### src/rtl/step_dir_gen.sv
// STEP/DIR/ENN pulse generator for a TMC5130-class driver.
// Velocity mode launches at a signed period; position mode steps toward a signed target.
module step_dir_gen #(
  parameter int PW_W       = 16,
  parameter int POS_W      = 32,
  parameter int T_DIRSETUP = 2,
  parameter int T_HIGH     = 10,
  parameter int T_LOW      = 10,
  parameter int STEP_DEDGE = 0
) (
  input  logic             clk,
  input  logic             resetn,
  input  logic             enable,
  input  logic             pause,
  input  logic             mode,
  input  logic [PW_W-1:0]  period,
  input  logic [POS_W-1:0] target,
  input  logic             pos_load,
  input  logic [POS_W-1:0] pos_load_val,
  output logic             step,
  output logic             dir,
  output logic             enn,
  output logic [POS_W-1:0] position,
  output logic             busy,
  output logic             at_target
);

  localparam int T_MAX = (T_DIRSETUP > T_HIGH) ?
                         ((T_DIRSETUP > T_LOW) ? T_DIRSETUP : T_LOW) :
                         ((T_HIGH > T_LOW) ? T_HIGH : T_LOW);
  localparam int TW = $clog2(T_MAX + 1);

  localparam logic [PW_W-1:0]  P_MIN_NEG = {1'b1, {(PW_W-1){1'b0}}};
  localparam logic [PW_W-1:0]  P_SAT     = {1'b0, {(PW_W-1){1'b1}}};
  localparam logic [PW_W-1:0]  P_ZERO    = {PW_W{1'b0}};
  localparam logic [PW_W-1:0]  P_ONE     = {{(PW_W-1){1'b0}}, 1'b1};
  localparam logic [PW_W-1:0]  CNT_MAX   = {PW_W{1'b1}};
  localparam logic [POS_W-1:0] POS_ZERO  = {POS_W{1'b0}};
  localparam logic [POS_W-1:0] POS_ONE   = {{(POS_W-1){1'b0}}, 1'b1};
  localparam logic [TW-1:0]    PH_ZERO   = {TW{1'b0}};
  localparam logic [TW-1:0]    PH_ONE    = TW'(1);
  localparam logic [TW-1:0]    DS_END    = TW'(T_DIRSETUP - 1);
  localparam logic [TW-1:0]    HI_END    = TW'(T_HIGH - 1);
  localparam logic [TW-1:0]    LO_END    = TW'(T_LOW - 1);

  typedef enum logic [1:0] {IDLE, DIRSET, HIGH, LOW} state_t;

  state_t          state;
  logic [PW_W-1:0] cnt;
  logic [PW_W-1:0] p_abs;
  logic [TW-1:0]   ph;
  logic            request;
  logic            new_dir;
  logic            launch;

  // Magnitude of the period; the most-negative code saturates instead of overflowing.
  always_comb begin
    if (!period[PW_W-1]) begin
      p_abs = period;
    end else if (period == P_MIN_NEG) begin
      p_abs = P_SAT;
    end else begin
      p_abs = ~period + P_ONE;
    end
  end

  always_comb begin
    if (mode) begin
      request = (position != target);
      new_dir = ($signed(target) < $signed(position));
    end else begin
      request = 1'b1;
      new_dir = period[PW_W-1];
    end
  end

  assign launch    = !pause && (p_abs != P_ZERO) && (cnt >= (p_abs - P_ONE)) && request;
  assign busy      = (state != IDLE);
  assign at_target = mode && (position == target) && !busy;
  assign enn       = !(resetn && enable);

  // The last LOW cycle may launch directly so back-to-back steps keep the minimum interval.
  always_ff @(posedge clk or negedge resetn) begin
    if (!resetn) begin
      state    <= IDLE;
      cnt      <= P_ZERO;
      ph       <= PH_ZERO;
      step     <= 1'b0;
      dir      <= 1'b0;
      position <= POS_ZERO;
    end else begin
      if (!enable) begin
        state <= IDLE;
        cnt   <= P_ZERO;
        ph    <= PH_ZERO;
        if (STEP_DEDGE == 0) step <= 1'b0;
      end else begin
        if (cnt != CNT_MAX) cnt <= cnt + P_ONE;
        case (state)
          IDLE: begin
            if (launch) begin
              state <= DIRSET;
              cnt   <= P_ZERO;
              ph    <= PH_ZERO;
              dir   <= new_dir;
            end
          end
          DIRSET: begin
            if (ph == DS_END) begin
              state    <= HIGH;
              ph       <= PH_ZERO;
              step     <= (STEP_DEDGE != 0) ? ~step : 1'b1;
              position <= dir ? (position - POS_ONE) : (position + POS_ONE);
            end else begin
              ph <= ph + PH_ONE;
            end
          end
          HIGH: begin
            if (ph == HI_END) begin
              state <= LOW;
              ph    <= PH_ZERO;
              if (STEP_DEDGE == 0) step <= 1'b0;
            end else begin
              ph <= ph + PH_ONE;
            end
          end
          LOW: begin
            if (ph == LO_END) begin
              ph    <= PH_ZERO;
              state <= launch ? DIRSET : IDLE;
              if (launch) begin
                cnt <= P_ZERO;
                dir <= new_dir;
              end
            end else begin
              ph <= ph + PH_ONE;
            end
          end
          default: begin
            state <= IDLE;
            ph    <= PH_ZERO;
          end
        endcase
      end
      if (pos_load) position <= pos_load_val;
    end
  end

endmodule

### config.mk
export PLATFORM = sky130hd
export DESIGN_NAME = step_dir_gen
export DESIGN_NICKNAME = d
export VERILOG_FILES = /design/src/rtl/step_dir_gen.sv
export SDC_FILE = /design/constraint.sdc
export NUM_CORES = 1
export LEC_CHECK = 0
export ABC_CLOCK_PERIOD_IN_PS = 6370
export BUFFER_PORTS_ARGS = -buffer_cell sky130_fd_sc_hd__buf_2
export CORE_UTILIZATION = 60
export CTS_BUF_LIST = sky130_fd_sc_hd__clkbuf_8
export CTS_CLUSTER_DIAMETER = 200
export DETAILED_ROUTE_END_ITERATION = 7
export PLACE_DENSITY_LB_ADDON = 0.1
export SLEW_MARGIN = 30
export SYNTH_ARGS = -nofsm -noshare
export SYNTH_HDL_FRONTEND = slang
export SYNTH_SLANG_ARGS = --single-unit
### constraint.sdc
create_clock -name clk -period 6.37 [get_ports clk]
set_input_delay 0.637 -clock clk [delete_from_list [all_inputs] [get_ports clk]]
set_output_delay 0.637 -clock clk [all_outputs]
set_load 0.01 [all_outputs]
### Word-level counts from Yosys, hierarchy flattened

Index checks and enable logic that the tools add are counted.

| storage, ports and cells | value |
|---|---|
| output and inout bits | 37 |
| flip-flop bits (word level) | 56 |
| logic and storage cells | 84 |

| cells by class | value |
|---|---|
| add/subtract/negate cells | 6 |
| magnitude comparators | 2 |
| multiplexer cells | 33 |
| bitwise operators | 1 |
| reduce and logical (&&, ||, !) cells | 21 |
| eq/ne operators | 15 |

Operator list:

| operator | number |
|---|---|
| 2-to-1 mux 32 bit | 5 |
| 2-to-1 mux 16 bit | 6 |
| adder 16 x 1 -> 16 bit, second input constant | 2 |
| adder 32 x 1 -> 32 bit, second input constant | 1 |
| == test 32 bit | 1 |
| < comparator 32 bit | 1 |
| inequality test 32 bit | 1 |
| one-hot mux 16 bit (2 select lines) | 1 |
| subtractor 32 x 1 -> 32 bit, second input constant | 1 |
| == test 16 bit, second input constant | 1 |
| greater-or-equal comparator 16 bit | 1 |
| 2-to-1 mux 4 bit | 4 |
| inequality test 16 bit, second input constant | 1 |
| inverter 16 bit | 1 |
| nonzero test 16 bit | 1 |
| subtractor 16 x 1 -> 16 bit, second input constant | 1 |
| inequality test 3 bit, second input constant | 4 |
| one-hot mux 4 bit (3 select lines) | 1 |
| 2-to-1 mux 2 bit | 5 |
| nonzero test 2 bit | 5 |
| AND reduction 3 bit | 3 |
| 2-to-1 mux 1 bit | 8 |
| one-hot mux 2 bit (4 select lines) | 1 |
| logical AND 1 bit | 6 |
| other kinds (12) | 16 |

### Longest topological paths before layout

Gate-level depths: netlist (run 1).

| depth | value |
|---|---|
| depth after elaboration | 12 |
| gate-level depth with buffers | 21 |
| mapped depth without buffers | 18 |

### Least setup slack after synthesis (run 1)

Ideal clock, no wire load.

| timing path | value |
|---|---|
| path type | input to register |
| start | input period[1] |
| end | register cnt[11] |
| cell stages on the path | 21 |
| path buffers | 3 |
| path slack | 1.888 ns |
| arrival | 4.364 ns |
| cell sequence | clkbuf_1 inv_1 ha_1 clkbuf_1 nor2_1 and3_1 a21oi_1 or3b_1 nor2_1 and2_1 nor2b_1 xnor2_1 ha_1 and4_1 o21ai_0 a31oi_1 o211a_1 a21oi_4 o311ai_4 buf_4 nor2_1 |

| between the ends | value |
|---|---|
| longest elaborated chain between the ends | 12 |

Ends and longest elaborated chain:

| item | RTL line | source |
|---|---|---|
| start, declared | 16 | `input logic [PW_W-1:0] period,` |
| inverter 16 bit | 63 | `p_abs = ~period + P_ONE;` |
| adder 16 x 1 -> 16 bit | 63 |  |
| 2-to-1 mux 16 bit | 60 | `end else if (period == P_MIN_NEG) begin` |
| 2-to-1 mux 16 bit * | 58 | `if (!period[PW_W-1]) begin` |
| subtractor 16 x 1 -> 16 bit / nonzero test 16 bit (equally long branches) | 77 | `assign launch = !pause && (p_abs != P_ZERO) && (cnt >= (p_abs - P_ONE)) && request;` |
| greater-or-equal comparator 16 bit / logical AND 1 bit (equally long branches) | 77 |  |
| logical AND 1 bit * (2 in series) | 77 |  |
| 2-to-1 mux 16 bit * | 101, 131 |  |
| 2-to-1 mux 16 bit | 128 | `if (ph == LO_END) begin` |
| one-hot mux 16 bit (2 select lines) * | 99 | `case (state)` |
| 2-to-1 mux 16 bit * | 92 | `if (!enable) begin` |
| end signal, assigned | 98 | `if (cnt != CNT_MAX) cnt <= cnt + P_ONE;` |
| end, declared | 49 | `logic [PW_W-1:0] cnt;` |

Every way passes the cells marked *; elsewhere a longest branch is shown, timed or not.
A chain may end at the register's enable or synchronous reset.

### Worst setup path after layout (run 1)

| timing path | value |
|---|---|
| start | input period[0] |
| end | register cnt[2] |

Same word-level chain as after synthesis.

==> summary.md, run 1 <==
| Metric | Value |
|---|---|
| Warnings from Yosys | `0` |
| Share of cells above drive strength 1 | `15.9%` |
| Post-DRT Antenna Nets | `0` |
| DRC | `0` |
| Avg Cell Area, Syn | `about 8 µm²` |
| I/O pin total | `about 120` |
| Clk_lat worst skew | `approximately 330 ps` |
| Port bufs | `122` |
| Largest stage delay, worst path | `between 500 and 600 ps` |
| Vias per Instance | `between 5 and 6` |
| Global-route wire length before repair | `roughly 28000 µm` |
| Max-slew violation count | `0` |
| Mapped Nets | `around 990` |
| Post-synthesis sequential area ratio | `between 20% and 30%` |
| Nets | `between 1k and 1.5k` |
| CP max FO | `16` |
| Clock slew at reported path FFs | `around 130 ps` |
| VDD IR max | `0.000107 V` |
| Worst setup EP type | `flop` |
| Total core area | `just over 10000 µm²` |
| DR WL/cell | `16.2 µm` |
| CTS H-Tree Depth | `2` |
| Outcome | `finished clean` |
| Worst hold margin | `455 ps` |
| # diodes | `0` |
| Final setup margin | `between 1500 and 2000 ps` |
| Initial core utilization | `between 60% and 70%` |
| Delay-heaviest family, CP | `simple AND/OR/NAND/NOR gates` |
| Total grt overflow | `0` |
| RSZ-0062 raised after global routing | `no` |
| Router iterations before antenna repair | `4` |
| Clock Skews | `21.3 ps` |
| Clock tree buffer depth | `2` |
| Slew @ Worst Pin | `799 ps` |
| Final setup fails | `0` |
| CTS tree | `built` |
| Gpl congestion | `0.893` |
| CP Buf/Inv Count | `2` |
| Vias in the first global route | `just over 6k` |
| CTS Buf Count | `5` |
| Die Y | `between 100 and 150 µm` |
| Area Growth Syn to Fin | `12.8%` |
| Site Rows | `37` |
| Clock root cell | `clkbuf_8` |
| Syn Inst Count | `819` |
| Total track usage | `about a third` |
| Worst setup SP type | `primary input` |
| Post_cts resized | `0` |
| Clock Sinks | `56` |
| Final worst-path cycle share | `between 70% and 80%` |
| Setup Buffers After CTS | `0` |
| Max-Cap Viols | `0` |
| Worst Path Arrival | `approximately 4900 ps` |
| Leakage power | `3.55 nW` |
| Initial antenna violation count | `2` |
| Netlist cell types | `between 70 and 80` |
| Final Hold Vio Count | `0` |
| CP Cell Sequence | `buf_2 > inv_1 > ha_1 > nand4_1 > or2_1 > o211a_1 > or3b_1 > nor2_1 > and2_1 > nand3_1 > xor2_1 > ha_1 > and3_1 > o21ai_0 > a21oi_1 > o211a_1 > a21oi_4 > o311ai_4 > nor3_1` |
| Largest net degree at the start of global routing | `around 60` |
| Utilization after layout | `69.8%` |
| Via count | `approximately 6.4k` |
| Cts hold-fix bufs | `0` |
| Post-Route Setup TNS | `0 ps` |
| Detailed Route WL | `about 17000 µm` |
| Post-synth EDFFs | `0` |
| Tmin final | `between 4000 and 5000 ps` |
| Worst min path class | `in -> async` |
| Synth Cell Area | `6390 µm²` |
| Prevailing post-synth register cell | `dfrtp_1` |
| Register bit count reported by yosys | `between 50 and 60` |
| Slowest library cell on the worst path | `o311ai_4` |
| Total power | `1.13 mW` |
| Place WS | `1410 ps` |
| Rel. slew slack | `~47%` |
| Pwr/cell area | `~160 nW/µm²` |
| Fmax | `around 210 MHz` |
| DP HPWL | `13600 µm` |
| Iteration-0 DRC Markers | `305` |
| Async set-or-reset flop fraction in the synthesized netlist | `100%` |
| Worst EP required | `about 6600 ps` |
| Die Footprint | `around 11000 µm²` |
| Critical path class | `in -> reg` |
| Die width | `roughly 110 µm` |
==> layout make-up <==
cell class	instances	area [µm²]
Clock buffer	5	68.8
Clock inverter	3	22.5
Fill cell	861	3120
Inverter	58	218
Multi-Input combinational cell	681	4680
Sequential cell	56	1400
Tap cell	136	170
Timing Repair Buffer	127	648
==> through the flow <==
stage	instances	instance area, µm²
6_report	1066	7200
5_1_grt	1066	7200
4_1_cts	1066	7200
3_5_place_dp	1058	7110
3_3_place_gp	1058	7110
2_1_floorplan	819	6390
==> report_power, final <==
group          switching (mW)  internal (mW)  leakage [nW]
registers              0.0351          0.385         0.717
logic                   0.287          0.202          2.79
clock network           0.141         0.0797        0.0485
==> layout by cell type, fill, tap and decap left out, drive strengths merged, types with 6 or more instances in the layout <==
master    n
buf     127
ha       87
nor2     84
nand2    84
a21oi    69
inv      58
o21ai    58
dfrtp    56
xnor2    31
nand3    26
a21o     25
xor2     22
nor3     20
a31oi    14
nand4    13
and3     11
a211oi   10
o21a     10
nor2b     9
o211ai    9
o31a      8
mux2i     7
nand2b    6
and2      6
o221ai    6
==> Yosys cell counts, drive strengths merged (3+ instances only) <==
cell type / n / area (µm²)
clkbuf: 19 / 71.3
and2: 6 / 37.5
xnor2: 31 / 272
or2: 3 / 18.8
nor2b: 9 / 56.3
and4: 3 / 26.3
dfrtp: 56 / 1400
nor4: 5 / 52.6
nand3b: 3 / 22.5
nand3: 26 / 135
a21o: 25 / 188
o21ai: 58 / 290
o31a: 8 / 70.1
xor2: 22 / 193
and3: 11 / 68.8
o211ai: 9 / 67.6
o21a: 10 / 75.1
a221o: 4 / 40.0
inv: 57 / 214
o31ai: 4 / 35.0
o21bai: 3 / 22.5
nand4: 13 / 87.6
a211oi: 10 / 75.1
nand2: 84 / 315
nand2b: 6 / 37.5
o22ai: 4 / 25.0
a31oi: 14 / 87.6
nor3: 20 / 111
nor3b: 4 / 30.0
ha: 87 / 1090
a21oi: 69 / 357
nor2: 84 / 315
buf: 5 / 26.3
mux2i: 7 / 70.1
o221ai: 6 / 52.6
o41ai: 3 / 26.3
or3: 4 / 25.0
==> layer usage <==
metal / track usage [%] / routed length, µm / up-vias
li1: - / - / 3193
met1: 39.2 / 7490 / 2992
met2: 57.3 / 8640 / 168
met3: 4.87 / 780 / 29
met4: 7.85 / 300 / 2
met5: 0 / 13 / -
==> flip-flops by register name (all words and copies together), names as in the netlist <==
name      cells
dir           1
position     32
ph            4
cnt          16
step          1
state         2
==> logic make-up (layout without fill, tap and decap cells) <==
family | Yosys count | count (layout) | share of synthesized area, %
and+or+nand+nor | 285 | 285 | 22.0
adders and majority gates | 88 | 88 | 17.4
xor gates and xnor gates | 53 | 53 | 7.27
muxes | 8 | 8 | 1.27
DFF | 56 | 56 | 21.9
buffers and inverters | 82 | 193 | 4.94
AOI/OAI and AO/OA | 247 | 247 | 25.3
==> worst paths after layout <==
check / start / endpoint / slack (ps) / depth (start not counted)
max: period[0] / cnt[2] / 1650 / 19
min in group clk: pos_load_val[14] / position[14] / 500 / 2
min: resetn / position[17] / 460 / 2
min reg2reg: dir / dir / 530 / 2
max in group asynchronous: resetn / dir / 5380 / 2
max reg2reg: dir / position[30] / 2910 / 11
Note: power is estimated with default switching activity, not from simulation.
==> inputs of run 2 (changes only) <==
ABC_AREA = 1   (was not set)
ABC_CLOCK_PERIOD_IN_PS = 4500   (was 6370)
CORE_UTILIZATION = 59   (was 60)
clock period = 4.5 ns   (was 6.37 ns; I/O delays follow)
==> run 2 against run 1 <==
Routed wire length shrank 5.3%. Cell count grew 12%. Clock skew shrank 7.9 ps. First-iteration DRC count grew 7.2%. Count of clock-buffer cells in the layout is the same. Register-to-register slack lost 1600 ps. Sequential power grew 60%. Final area grew 1.6%. Die area grew 3.3%. Combinational power grew to 3.2 times the previous value. Synthesized cell count grew 14%. Via count grew 4.0%.
==> summary.md, run 2 <==
| Metric | Value |
|---|---|
| Outcome | `finished clean` |
| Clock Sinks | `56 (unchanged)` |
| Worst setup EP type | `flop` |
| CP max FO | `16 (unchanged)` |
| Post-synthesis sequential area ratio | `21.6% (-0.35 points)` |
| Slew @ Worst Pin | `805 ps (+6.19 ps)` |
| FILL cells | `992 (+15%)` |
| CTS H-Tree Depth | `2 (unchanged)` |
| Die Footprint | `11400 µm² (+3.3%)` |
| RSZ-0062 raised after global routing | `no` |
| Slowest library cell on the worst path | `nor4_1` |
| DRC | `0 (unchanged)` |
| Largest stage delay, worst path | `470 ps (-120 ps)` |
| VDD IR max | `0.000203 V (+91%)` |
| Pwr/cell area | `345 nW/µm² (+120%)` |
| Sw Share | `49.6% (+8.7 points)` |
| DR WL/cell | `13.7 µm (-15%)` |
| DP HPWL | `13200 µm (-3.3%)` |
| Clock tree buffer depth | `2 (unchanged)` |
| Most frequent cells in the layout | `nand2_1, buf_2, inv_1` |
| Footprint of the multi-input gates | `4530 µm² (-3.0%)` |
| Area fraction of the dominant cell type after synthesis | `21.6% (-0.35 points)` |
| Met2 Usage GRT | `55.0% (-2.3 points)` |
| CTS Buf Count | `5 (unchanged)` |
| Share of cells above drive strength 1 | `18.9% (+3.0 points)` |
| Final worst-path cycle share | `89.7%` |
| Post-synth top area cell | `dfrtp_1` |
| Area Growth Syn to Fin | `12.8% (about the same)` |
| Worst EP required | `4690 ps (-1870 ps)` |
| Commonest cells post-synth | `nand2_1, inv_1, a21oi_1, ha_1, nor2_1` |
| Commonest non-fill, non-tap cell in the layout | `nand2_1` |
| Cell-internal power | `1.27 mW (+91%)` |
| Setup Buffers After CTS | `0 (unchanged)` |
| Total core area | `10500 µm² (+1.8%)` |
| Post-Route Setup TNS | `0 ps (unchanged)` |
| Nets | `1230 (+12%)` |
| Most numerous cell in the Yosys netlist | `nand2_1` |
| Max-Cap Viols | `0 (unchanged)` |
| Die Y | `107 µm (+1.6%)` |
| Critical path class | `in -> reg` |
| Crit path top cell by count | `nand3_1` |
| Vias in the first global route | `6295 (+2.6%)` |
| I/O pin total | `123 (unchanged)` |
| Worst hold margin | `331 ps (-124 ps)` |
| Port bufs | `122 (unchanged)` |
| Rel. slew slack | `45.8% (-0.91 points)` |
| Mapped Nets | `1108 (+12%)` |
| Busiest grt layer | `met2` |
| Fmax | `about 250 MHz` |
| Detailed Route WL | `16300 µm (-5.3%)` |
| P_sw | `1.25 mW (+170%)` |
| Area contributors post-synth | `dfrtp_1, ha_1, nand2_1` |
| Delay-heaviest family, CP | `simple AND/OR/NAND/NOR gates` |
| Tmin final | `about 4000 ps` |
| Clock slew at reported path FFs | `110 ps (-20 ps)` |
| Max-slew violation count | `0 (unchanged)` |
| Initial antenna violation count | `0 (-2)` |
| Logic pwr share | `61.4% (+18 points)` |
| Met3 GRT Util | `3.53% (-1.3 points)` |
| # diodes | `0 (unchanged)` |
| Netlist cell types | `42 (-42%)` |
| Global-route wire length before repair | `27600 µm (-3.0%)` |
| Max reg flops | `32 (unchanged)` |
| Worst min path class | `in -> async` |
| Gpl congestion | `0.955 (+6.9%)` |
| Async set-or-reset flop fraction in the synthesized netlist | `100% (unchanged)` |
| Clock Skews | `13.4 ps (-7.86 ps)` |
| Leakage power | `3.69 nW (+3.9%)` |
| Post-DRT Antenna Nets | `0 (unchanged)` |
| CP Buf/Inv Count | `5 (+3)` |
| Prevailing post-synth register cell | `dfrtp_1` |
| Initial core utilization | `61.8% (-0.11 points)` |
| Flop pwr share | `26.7% (-11 points)` |
| Met1 Use GR | `37.0% (-2.2 points)` |
| Final setup fails | `0 (unchanged)` |
| Clock power frac | `12.0% (-7.5 points)` |
| Iteration-0 DRC Markers | `327 (+7.2%)` |
| Cts hold-fix bufs | `0 (unchanged)` |
| Largest registers | `position (32), cnt (16), ph (4)` |
| Worst setup SP type | `primary input` |
| CTS tree | `built` |
| Top reg by flops | `position` |
| Register area | `1400 µm² (unchanged)` |
| Site Rows | `37 (unchanged)` |
| Post_cts resized | `0 (unchanged)` |
| Warnings from Yosys | `0 (unchanged)` |
| Post-synth EDFFs | `0 (unchanged)` |
| Register bit count reported by yosys | `56 (unchanged)` |
| Vias per Instance | `5.56 (-7.1%)` |
| Total track usage | `29.9% (-1.8 points)` |
| Worst Path Arrival | `4230 ps (-670 ps)` |
| Synth Cell Area | `6490 µm² (+1.6%)` |
| Router iterations before antenna repair | `6 (+2)` |
| Avg Cell Area, Syn | `6.95 µm² (-11%)` |
| Clk_lat worst skew | `320 ps (about the same)` |
| Syn Inst Count | `934 (+14%)` |
| Die width | `107 µm (+1.6%)` |
| Clock root cell | `clkbuf_8` |
| Final Hold Vio Count | `0 (unchanged)` |
| Largest net degree at the start of global routing | `57 (-6.6%)` |
| Total grt overflow | `0 (unchanged)` |
| Via count | `6639 (+4.0%)` |
run 2: changes by cell type in the layout (fill, tap and decap cells not counted), sizes merged, moves of 11 or more:
| cell | change |
|---|---|
| nand2 | +122 |
| inv | +67 |
| nand3 | +30 |
| nor2 | +26 |
| a21oi | +18 |
| a21o | -17 |
| xnor2 | -15 |
| a31oi | -13 |
| and3 | -11 |
run 2: cell type report:
class,instances,share of cell area (%)
Multi-Input combinational cell,740,61.9
Sequential cell,56,19.1
Timing Repair Buffer,128,8.95
Inverter,125,6.41
Tap cell,136,2.32
Clock buffer,5,0.940
Clock inverter,3,0.325
run 2: per-layer routing:
layer	routed length (µm)	up-vias
met3	738	22
met5	0	-
met4	297	0
met2	8270	170
met1	7010	3047
li1	-	3400
run 2: worst paths after layout:
kind	from	end	slack, ps	cells after the start
worst max-delay path	period[0]	cnt[15]	460	27
worst min-delay path	resetn	cnt[5]	330	2
worst max register to register	dir	position[22]	1350	15
worst min register to register	step	step	520	2
max in group asynchronous	resetn	cnt[12]	3690	2
min in group clk	pos_load_val[13]	position[13]	330	3
run 2: per-stage QoR:
stage | utilization (%) | cell area [µm²] | total power [mW] | setup WS, ps | instances
floorplan | - | 6490 | 1.82 | 490 | 934
global placement | 68.8 | 7230 | 2.19 | 329 | 1185
detailed placement | 68.8 | 7230 | 2.21 | 163 | 1185
CTS | 69.7 | 7320 | 2.51 | 491 | 1193
global route | 69.7 | 7320 | 2.78 | 68.3 | 1193
finish | 69.7 | 7320 | 2.53 | 461 | 1193
run 2: logic make-up after synthesis:
kind of cell / after synthesis / synth area share [%]
AND/OR/NAND/NOR: 408 / 29.3
AO/OA/AOI/OAI: 208 / 18.6
buffers and inverters: 138 / 8.54
adder cells (fa/ha/maj): 88 / 17.1
flip-flops: 56 / 21.6
XOR/XNOR: 36 / 4.86
run 2: power by group through the flow:
| stage | clock [mW] | combinational [mW] | sequential (mW) |
|---|---|---|---|
| global placement | 0 | 1.51 | 0.681 |
| global route | 0.324 | 1.77 | 0.684 |
| finish | 0.302 | 1.55 | 0.674 |
| detailed placement | 0 | 1.53 | 0.683 |
| CTS | 0.300 | 1.54 | 0.673 |
| floorplan | 0 | 1.13 | 0.693 |
